### config.mk
export PLATFORM = sky130hd
export DESIGN_NAME = popcount_seq
export DESIGN_NICKNAME = d
export VERILOG_FILES = /design/src/rtl/popcount_seq.sv
export SDC_FILE = /design/constraint.sdc
export NUM_CORES = 1
export LEC_CHECK = 0
export ABC_CLOCK_PERIOD_IN_PS = 1400
export CAP_MARGIN = 20
export CELL_PAD_IN_SITES_DETAIL_PLACEMENT = 2
export CELL_PAD_IN_SITES_GLOBAL_PLACEMENT = 2
export CORE_MARGIN = 2
export CORE_UTILIZATION = 29
export CTS_CLUSTER_SIZE = 10
export DETAILED_ROUTE_END_ITERATION = 6
export PLACE_DENSITY_LB_ADDON = 0.1
export SYNTH_ARGS = -nofsm -noshare
export SYNTH_HDL_FRONTEND = slang
export SYNTH_SLANG_ARGS = --single-unit
### constraint.sdc
create_clock -name clk -period 1.4 [get_ports clk]
set_input_delay 0.35 -clock clk [delete_from_list [all_inputs] [get_ports clk]]
set_output_delay 0.35 -clock clk [all_outputs]
set_load 0.02 [all_outputs]
### src/rtl/popcount_seq.sv
// Sequential ones/zeros counter: load the operand, shift it right one bit per cycle,
// and accumulate. Ones mode stops early once no set bits remain in the shifter.
module popcount_seq #(
  parameter  int WIDTH = 8,
  localparam int CW    = $clog2(WIDTH + 1)
) (
  input  logic             clk,
  input  logic             reset,
  input  logic [WIDTH-1:0] Valor,
  input  logic             modo,
  input  logic             start,
  output logic [CW-1:0]    Cuenta,
  output logic             fin,
  output logic             ocupado
);

  typedef enum logic [1:0] {
    IDLE  = 2'd0,
    COUNT = 2'd1,
    DONE  = 2'd2
  } state_t;

  state_t            state, state_nxt;
  logic [WIDTH-1:0]  q;
  logic [CW-1:0]     acc;
  logic [CW-1:0]     remaining;
  logic              modo_r;
  logic              load;
  logic              early;
  logic              step;

  // The accumulator never exceeds WIDTH, so the add cannot wrap in CW bits.
  function automatic logic [CW-1:0] acc_next(input logic [CW-1:0] a,
                                             input logic          b,
                                             input logic          zeros);
    logic hit;
    hit = zeros ? ~b : b;
    return a + CW'(hit);
  endfunction

  always_comb begin
    load  = start && ((state == IDLE) || (state == DONE));
    early = !modo_r && (q == '0);
    step  = (state == COUNT) && !early;
  end

  always_ff @(posedge clk or negedge reset) begin
    if (!reset) state <= IDLE;
    else        state <= state_nxt;
  end

  always_comb begin
    state_nxt = state;
    case (state)
      IDLE:    if (start) state_nxt = COUNT;
      COUNT:   if (early || (remaining == CW'(1))) state_nxt = DONE;
      DONE:    if (start) state_nxt = COUNT;
      default: state_nxt = IDLE;
    endcase
  end

  always_ff @(posedge clk or negedge reset) begin
    if (!reset) begin
      q         <= '0;
      acc       <= '0;
      remaining <= '0;
      modo_r    <= 1'b0;
    end else if (load) begin
      q         <= Valor;
      acc       <= '0;
      remaining <= CW'(WIDTH);
      modo_r    <= modo;
    end else if (step) begin
      acc       <= acc_next(acc, q[0], modo_r);
      q         <= q >> 1;
      remaining <= remaining - CW'(1);
    end
  end

  assign Cuenta  = acc;
  assign fin     = (state == DONE);
  assign ocupado = (state == COUNT);

endmodule
==> flow_summary_export.csv <==
group,metric,value,unit
status,status,"finished with violations",
status,violations,"negative setup slack",
worst_setup_path,cp.depth,5,
global_routing,overflow,0,
yosys,syn_area,1040,µm²
sta,max-slew-margin-rel,0.719,
global_routing,grt_usage,0.178,
yosys,netlist.top_cell.by_area,"dfrtp_1",
yosys,synth_common_cells,"20 x nand2_1, 19 x dfrtp_1, 7 x nor2_1",
yosys,synthCells,105,
final_layout,drive_above_1_share,0.444,
route,vias,956,
worst_setup_path,cp_slowest_cell,"dfrtp_1",
worst_setup_path,startpoint,"modo_r",
worst_setup_path,critPathMaxFanout,7,
clock_network,clkTransAtPathRegs,0.12,ns
route,drt_iter0_markers,27,
worst_setup_path,crit_required,1.64,ns
clock_network,cts.sinks,19,
yosys,syn_avg_cell_area,9.95,µm²
worst_setup_path,arrival,1.71,ns
final_layout,fillers,352,
worst_setup_path,end_kind,"register",
sta,finalCritPeriodShare,1.05,
floorplan,fp.coreArea,3390,µm²
placement,hpwl,2280,µm
floorplan,start_util,0.308,
route,wirelength,3430,µm
clock_network,cts_buffers,3,
global_routing,grt_pass1_wl,5600,µm
power,power.density,2280,nW/µm²
route,ant_nets,0,
worst_setup_path,critPathCapture,"Cuenta[3]",
final_layout,seq_area,478,µm²
route,wl_per_cell,17.2,µm
global_routing,antenna_found_initial,0,
yosys,ys_types,33,
clock_network,cts_hold_buf,0,
placement,portBuffers,17,
route,drc,0,
yosys,ys_seq_area_frac,0.455,
sta,worst_hold_slack,0.379,ns
sta,setup_viol,11,
yosys,synth-edff-count,0,
clock_network,clock_latency,0.30,ns
final_layout,final_nets,170,
run,maxCapViolations,0,
clock_network,htree_levels,1,
yosys,synth.top_cell.area_share,0.455,
final_layout,multiInputGateArea,652,µm²
power,p_leak,0.000730,µW
worst_setup_path,worstPathCellList,"nor4_4 -> buf_6 -> a31oi_4 -> nand4_1 -> mux2i_1",
yosys,synth_most_common_cell,"nand2_1",
floorplan,rows,21,
placement,gp_congestion,0.729,
sta,grt_setup_unrepaired,"yes",
floorplan,die-width,64.0,µm
power,totalPowerFinal,3720,µW
worst_setup_path,cp-start-kind,"register",
sta,clock.fmax,0.679,GHz
clock_network,clockBufferDepth,2,
route,avgViaCountPerCell,4.80,
min_path,hp-class,"input port to async pin",
power,peakVddDrop,0.000815,V
floorplan,ioPinCount,18,
worst_setup_path,rr_worst_depth,5,
worst_setup_path,critPathMaxStageDelay,0.43,ns
yosys,ys.flop_type,"dfrtp_1",
worst_setup_path,r2r_end,"Cuenta[3]",
worst_setup_path,r2r_setup_slack,-0.07,ns
floorplan,die_h,64.0,µm
final_layout,diodes,0,
sta,worst_pin_slew,0.419,ns
yosys,synth.net_count,121,
global_routing,grt_max_degree,20,
final_layout,area_delta_synth_final,55.9,%
route,first_pass_iters,3,
sta,drv_slew,0,
yosys,ys_ff_latch,19,
clock_network,cts_tree,"built",
global_routing,grt_pass1_vias,1090,
sta,finClkSkew,0.00388,ns
sta,setup_slack,-0.0736,ns
worst_setup_path,crit_family,"simple AND/OR/NAND/NOR gates",
worst_setup_path,reg2reg_from,"modo_r",
worst_setup_path,worstSetupPathType,"register to register",
sta,fin_crit,1.47,ns
sta,hold_viol,0,
worst_setup_path,path_buf_inv,1,
yosys,ys_top_cells_by_area,"dfrtp_1 46%, nand2_1 7.2%, ha_1 4.8%",
yosys,ys_warn_count,0,
floorplan,die_area,4100,µm²
yosys,synthArstFlopShare,1.00,
clock_network,cts-root-buf,"clkbuf_4",
where the power goes:
group / total [µW] / internal (µW) / switching (µW)
logic: 2360 / 1190 / 1170
clock network: 298 / 106 / 191
registers: 1070 / 807 / 259
total: 3720 / 2100 / 1620
worst min path at each step:
stage | cells after the start | endpoint
floorplan | 0 | Cuenta[0]
global placement | 1 | Cuenta[3]
detailed placement | 1 | Cuenta[3]
CTS | 2 | Cuenta[3]
global route | 2 | Cuenta[3]
finish | 2 | q[0]
cell type report:
type | instances | share of cell area
Clock buffer | 3 | 0.0138
Tap cell | 46 | 0.0353
Timing Repair Buffer | 48 | 0.245
Clock inverter | 1 | 0.00307
Sequential cell | 19 | 0.293
Inverter | 4 | 0.00922
Multi-Input combinational cell | 78 | 0.400
cells in the final DEF (no fill, tap or decap), types with 2 or more instances in the layout:
cell and n:
clkbuf_4 3, dfrtp_1 17, nand3_1 2, nor3_2 2
nor2b_4 3, mux2_1 2, nand3b_1 2, buf_6 6
nand2_1 18, a21bo_1 2, inv_1 3, ha_1 2
a21oi_2 2, o22ai_1 3, nor2_1 5, clkdlybuf4s50_1 10
nand2_2 2, a31oi_1 4, buf_4 27, a211oi_2 2
dfrtp_2 2, a31oi_4 2, mux2i_1 4, clkbuf_2 4
state kept, by name, summed over array words and instances (netlist names):
name and cells:
q 8, Cuenta 4, remaining 4, state 2
modo_r 1
metrics by stage:
step | area [µm²] | cells | setup TNS (ns) | util | worst slack (ns)
4_1_cts | 1570 | 193 | -0.342 | 0.464 | -0.0760
2_1_floorplan | 1040 | 105 | 0 | - | 0.0369
6_report | 1630 | 199 | -0.340 | 0.481 | -0.0736
5_1_grt | 1630 | 199 | -1.49 | 0.481 | -0.182
3_5_place_dp | 1430 | 188 | -4.06 | 0.422 | -0.323
3_3_place_gp | 1430 | 188 | -3.32 | 0.422 | -0.265
routing by layer:
| layer | share of wire | wire length (µm) | up-vias | track usage |
|---|---|---|---|---|
| li1 | - | - | 464 | - |
| met1 | 0.43 | 1480 | 476 | 0.218 |
| met2 | 0.53 | 1830 | 14 | 0.322 |
| met3 | 0.028 | 95 | 2 | 0.0317 |
| met4 | 0.0070 | 24 | 0 | 0.0408 |
| met5 | 0 | 0 | - | 0 |
what timing repair did:
action,in CTS,in global routing
pin swaps,8,8
endpoints found under the setup margin,20,18
endpoints found under the hold margin,0,0
buffers inserted,1,6
resized for setup,43,13
cloned,1,0
kinds of logic (layout without fill, tap and decap cells):
kind of cell | Yosys count | count (layout) | synth area share
and+or+nand+nor | 44 | 44 | 0.218
DFF | 19 | 19 | 0.455
xor gates and xnor gates | 2 | 2 | 0.0168
adders and majority gates | 4 | 4 | 0.0479
AOI/OAI and AO/OA | 20 | 21 | 0.150
muxes | 7 | 7 | 0.0707
buffers and inverters | 9 | 56 | 0.0419
Power figures use the tool's default switching activity.
